===== config.mk =====
export PLATFORM = sky130hd
export DESIGN_NAME = branch_history_table
export DESIGN_NICKNAME = d
export VERILOG_FILES = /design/src/rtl/branch_history_table.sv
export SDC_FILE = /design/constraint.sdc
export NUM_CORES = 1
export LEC_CHECK = 0
export BUFFER_PORTS_ARGS = -buffer_cell sky130_fd_sc_hd__buf_2
export CAP_MARGIN = 25
export CORE_MARGIN = 8
export CORE_UTILIZATION = 35
export CTS_CLUSTER_DIAMETER = 60
export CTS_CLUSTER_SIZE = 24
export DETAILED_ROUTE_END_ITERATION = 8
export GPL_TIMING_DRIVEN = 0
export MAX_ROUTING_LAYER = met4
export SLEW_MARGIN = 20
export SYNTH_ARGS = -nofsm -noshare
export SYNTH_HDL_FRONTEND = slang
export SYNTH_SLANG_ARGS = --single-unit

===== constraint.sdc =====
create_clock -name clk -period 2.51 [get_ports clk]
set_clock_uncertainty 0.1 [all_clocks]
set_input_delay 0.1255 -clock clk [delete_from_list [all_inputs] [get_ports clk]]
set_output_delay 0.1255 -clock clk [all_outputs]
set_load 0.03 [all_outputs]

===== src/rtl/branch_history_table.sv =====
// ---------------------------------------------------------------------------
// branch_history_table
//   Dynamic branch predictor for the MIPS32 pipeline. A table of ENTRIES
//   saturating counters (CNT_W bits each) is indexed by the fetch PC. With
//   HIST_W > 0 the index is the PC bits XORed with a global history register
//   (gshare). With HIST_W = 0 the index is the PC bits only (bimodal).
//
//   Ports
//     clk, rst_n              clock, asynchronous active-low reset
//     hazard_stall            pipeline stall; suppresses training and redirects
//     pred_pc                 IF-stage PC
//     pred_taken, pred_idx    prediction and the table index it came from
//     branch_write_enable     a conditional branch resolves this cycle
//     jump_write_enable       an unconditional jump resolves this cycle
//     upd_idx, upd_pred_taken index and prediction carried from fetch
//     branch_taken            actual branch outcome
//     write_target            resolved taken target
//     write_address           PC of the resolving instruction
//     valid                   a resolve is being processed this cycle
//     mispred_sel             redirect the PC mux to mispred_correct_target
//     mispred_correct_target  redirect address (0 when no redirect)
//     mispred_count           saturating count of redirects
//
//   Handshake: there is no back-pressure. A resolve is accepted in any cycle
//   where an enable is high and hazard_stall is low; valid reports exactly
//   that, and the table, history and counter update at the following edge.
// ---------------------------------------------------------------------------
module branch_history_table #(
  parameter int ENTRIES = 64,
  parameter int CNT_W   = 2,
  parameter int HIST_W  = 0,
  localparam int IDX_W  = $clog2(ENTRIES)
) (
  input  logic             clk,
  input  logic             rst_n,
  input  logic             hazard_stall,
  input  logic [31:0]      pred_pc,
  output logic             pred_taken,
  output logic [IDX_W-1:0] pred_idx,
  input  logic             branch_write_enable,
  input  logic             jump_write_enable,
  input  logic [IDX_W-1:0] upd_idx,
  input  logic             upd_pred_taken,
  input  logic             branch_taken,
  input  logic [31:0]      write_target,
  input  logic [31:0]      write_address,
  output logic             valid,
  output logic             mispred_sel,
  output logic [31:0]      mispred_correct_target,
  output logic [31:0]      mispred_count
);

  // Weakly not taken: MSB clear, every lower bit set.
  localparam logic [CNT_W-1:0] CNT_INIT = CNT_W'((1 << (CNT_W - 1)) - 1);

  logic [CNT_W-1:0] cnt_table [ENTRIES];
  logic [IDX_W-1:0] hist_ext;
  logic [CNT_W-1:0] cur_cnt;
  logic [CNT_W-1:0] nxt_cnt;
  logic [31:0]      raw_target;
  logic [31:0]      mispred_count_q;
  logic             unused_pc_bits;

  // Only the word-index bits of the PC take part in the lookup.
  assign unused_pc_bits = ^{pred_pc[31:IDX_W+2], pred_pc[1:0]};

  // ---------------------------------------------------------------------
  // Global history (only present in the gshare configuration)
  // ---------------------------------------------------------------------
  if (HIST_W > 0) begin : g_gshare
    logic [HIST_W-1:0] ghr;

    // Jumps carry no direction information, so only branches shift in.
    always_ff @(posedge clk or negedge rst_n) begin
      if (!rst_n) begin
        ghr <= '0;
      end else if (valid && !jump_write_enable) begin
        ghr <= (ghr << 1) | HIST_W'(branch_taken);
      end
    end

    assign hist_ext = IDX_W'(ghr);
  end else begin : g_bimodal
    assign hist_ext = '0;
  end

  // ---------------------------------------------------------------------
  // Prediction. The read is the pre-edge value even if the same entry is
  // being trained this cycle.
  // ---------------------------------------------------------------------
  assign pred_idx   = pred_pc[IDX_W+1:2] ^ hist_ext;
  assign pred_taken = cnt_table[pred_idx][CNT_W-1];

  // ---------------------------------------------------------------------
  // Resolve. Misprediction is judged against the prediction carried from
  // fetch, so training that happened in between cannot hide a redirect.
  // ---------------------------------------------------------------------
  always_comb begin
    cur_cnt                = cnt_table[upd_idx];
    nxt_cnt                = cur_cnt;
    valid                  = 1'b0;
    mispred_sel            = 1'b0;
    raw_target             = '0;
    mispred_correct_target = '0;
    if (!hazard_stall) begin
      if (jump_write_enable) begin
        valid       = 1'b1;
        mispred_sel = !upd_pred_taken;
        raw_target  = write_target;
        nxt_cnt     = '1;
      end else if (branch_write_enable) begin
        valid       = 1'b1;
        mispred_sel = (branch_taken != upd_pred_taken);
        raw_target  = branch_taken ? write_target : (write_address + 32'd4);
        if (branch_taken) begin
          if (cur_cnt != '1) nxt_cnt = cur_cnt + 1'b1;
        end else begin
          if (cur_cnt != '0) nxt_cnt = cur_cnt - 1'b1;
        end
      end
    end
    if (mispred_sel) mispred_correct_target = raw_target;
  end

  // ---------------------------------------------------------------------
  // Counter table, single write port.
  // ---------------------------------------------------------------------
  always_ff @(posedge clk or negedge rst_n) begin
    if (!rst_n) begin
      for (int i = 0; i < ENTRIES; i++) cnt_table[i] <= CNT_INIT;
    end else if (valid) begin
      cnt_table[upd_idx] <= nxt_cnt;
    end
  end

  // ---------------------------------------------------------------------
  // Misprediction counter, saturating at all-ones.
  // ---------------------------------------------------------------------
  always_ff @(posedge clk or negedge rst_n) begin
    if (!rst_n) begin
      mispred_count_q <= '0;
    end else if (mispred_sel && (mispred_count_q != 32'hFFFF_FFFF)) begin
      mispred_count_q <= mispred_count_q + 32'd1;
    end
  end

  assign mispred_count = mispred_count_q;

endmodule


==> run metrics <==
Peak Freq=0.346 GHz; CTS root buf=clkbuf_16; antenna violations before repair=0; top_reg_cell synth=dfrtp_1; average via count per standard cell=5.60; Sequential Power Share=0.423; reg-to-reg critical path endpoint=cnt_table[60]; hold_sp=upd_idx[3]; Die H=180 um; simple-gate portion of the synthesized area=0.145; design area=11900 sq um; Clock Latency Late Sink=0.45 ns; Place WS=-0.834 ns; cell row count=60; Gate Count Post-Synth=837; final-report hold violation count=0; Worst Hold End=cnt_table[93]; switching power total=2.45 mW; CP dominant cell by count=buf_2; Post-Synth Adder-Cell Area=0.00266; first-pass GRT wire length=46.4 mm; drt drc=0; FF-to-FF path depth=11; number of global-route vias before repair=8015; total gr overflow=0; Iter 0 DRT Violations=574; DP Cell Count=1330; drt pass-1 iters=5; Final Setup Violations=129; worst hold path depth=4; r2r startpoint=cnt_table[95]; count leader, synth=mux2_2; RSZ-0062 raised after global routing=yes; Ports=182; crit path time final=2.89 ns; area leader, netlist=dfrtp_1; largest net degree at the start of global routing=83; DR vias=7729; clock buffer depth=2; crit share post-route=1.15; multiplexer share of the synthesized area=0.255; Final ANT Viol Nets=0; CP Cell Sequence=buf_2 -> buf_2 -> buf_2 -> mux2i_1 -> o22ai_1 -> a22oi_1 -> o2111ai_2 -> nor3_2 -> buf_4 -> nand2_2 -> o311a_4 -> buf_12 -> clkbuf_16 -> mux2_4; Clock Power Share=0.355; failing checks=negative setup slack; Num Clock Sinks=160; Clk pin slew, worst setup/hold paths=0.08 ns; post-synth net total=948; share of the yosys chip area belonging to registers=0.434; LEAKAGE=5.20 nW; number of synthesized register bits=160; slew of the pin with the lowest slew margin=1.15 ns; Post-synth top cells=mux2_2, dfrtp_1, nor2_1, nand2_1, dfstp_2; Peak VDD IR=0.443 mV; Synth-to-Final Area Change=26.3%; FILL cells=2456; Cell variety after synth=57; Final Max Tran Viols=0; power density over the cells=640 nW/um^2; worst endpoint required time=2.78 ns; worst stage delay on the critical path=0.36 ns; fin worst setup slack=-0.379 ns; Hold WC Path Type=in -> reg; final WL=30.4 mm; MaxCap Viol Count=0; worst-path fanout max=10; main combinational cell family by area after synthesis=multiplexers; mapped cell area=9410 sq um; Synth Area in XOR/XNOR=0.0558; fin cells=1379; WL/cell=22.0 um; Buf/Inv on CP=6; Synth top area share=0.255; number of CTS-inserted buffers=17; Slew headroom=0.232; Cell Int Power=5.16 mW; width of the die=180 um; WS Path Type=in -> reg; Startpoint Class=primary input; core area=26700 sq um; Critical Path End Type=register; Comb pwr share=0.221; EDFF count, synth=0; Synthesis Warnings=0; Net count, final=1136; top cell family by delay on the critical path=buffers and inverters; GRT Overall Usage=0.187; detailed placement HPWL=21.6 mm; Synth area leaders=dfrtp_1, dfstp_2, mux2_2, mux4_2, nor2_1; n_diodes=0; post-synthesis compound-gate area fraction=0.0701; Placer Congestion=0.900; slowest CP cell=buf_2; Sw Ratio=0.321; reg-to-reg setup timing slack=-0.36 ns; Die Area=32400 sq um; layout cells sized above 1=0.489; Mean Syn Cell Area=11.2 sq um; Clock H-tree levels=4; initial core utilization=0.353; outcome=complete, but fails checks; number of port buffers=150; asr flop ratio synth=1.00; Worst EP arrival=3.16 ns; TritonCTS clock tree=done; dpl cell area=10900 sq um
[flip-flops by register name (all words and copies together), names as in the netlist]
signal and count:
cnt_table 128, mispred_count 32
[worst min-delay path: stages]
cell and delay (ns):
buf_2 0.12, nor3b_1 0.12, nand2_1 0.12, mux2_2 0.15
[cells by family (layout without fill, tap and decap cells)]
logic type,Yosys count,count (layout)
mux,180,180
simple gates,280,281
xor+xnor,60,60
buf+inv,65,265
compound gates,90,90
fa+ha+maj,2,2
flops,160,160
[per-stage QoR]
step | power [mW] | util | hold slack, ns | TNS [ns]
6_report | 7.61 | 0.446 | 0.136 | -44.17
2_1_floorplan | 4.23 | - | -0.270 | -10.30
5_1_grt | 7.90 | 0.446 | 0.140 | -52.45
3_5_place_dp | 4.81 | 0.408 | 0.0644 | -104.78
4_1_cts | 7.56 | 0.436 | 0.111 | -35.28
3_3_place_gp | 4.77 | 0.406 | 0.362 | -247.43
[layer usage]
metal,vias to the layer above,track usage,routed length [um]
met1,3895,0.248,13800
met3,46,0.0347,1950
met4,0,0.0530,563
met2,358,0.288,14100
met5,-,-,0
li1,3430,-,-
[power by group through the flow]
stage / clock [mW] / combinational [mW] / sequential, mW
2_1_floorplan: 0 / 0.977 / 3.25
3_3_place_gp: 0 / 1.52 / 3.25
3_5_place_dp: 0 / 1.55 / 3.26
5_1_grt: 2.85 / 1.79 / 3.26
6_report: 2.70 / 1.69 / 3.22
4_1_cts: 2.75 / 1.60 / 3.21
[worst max-delay path by stage]
stage | startpoint | end | slack (ns) | depth (start not counted)
CTS | cnt_table[95] | cnt_table[70] | -0.30 | 11
global placement | rst_n | mispred_count[15] | -1.60 | 1
finish | upd_idx[2] | cnt_table[60] | -0.38 | 14
global route | cnt_table[95] | cnt_table[60] | -0.44 | 11
floorplan | cnt_table[89] | cnt_table[102] | -0.11 | 10
detailed placement | upd_idx[2] | cnt_table[36] | -0.83 | 13
[cells in the final DEF (no fill, tap or decap), types with 24 or more instances in the layout]
cell,n
mux2_2,89
dfrtp_1,87
xnor2_1,30
mux2_4,42
mux4_2,35
dfstp_2,64
a211oi_1,28
nor2_1,84
buf_2,157
xor2_1,30
buf_4,24
nand2_1,74
[timing repair]
item / 4_1_cts / 5_1_grt
cloned: 1 / 5
hold endpoints to repair: 78 / 0
pin swaps: 6 / 3
resized for setup: 13 / 45
hold buffers: 1 / 0
buffers inserted: 7 / 3
setup endpoints to repair: 142 / 143
[final cells by class]
| cell class | instances | area, sq um | share of cell area |
|---|---|---|---|
| clock buffers | 17 | 425 | 0.0358 |
| repair buffers | 168 | 981 | 0.0825 |
| flip-flops and latches | 160 | 4100 | 0.344 |
| plain buffers | 55 | 420 | 0.0354 |
| inverters | 10 | 37.5 | 0.00316 |
| multi-input cells | 613 | 5300 | 0.446 |
| well taps | 341 | 427 | 0.0359 |
| clock inverters | 15 | 204 | 0.0172 |
Note: power is estimated with default switching activity, not from simulation.
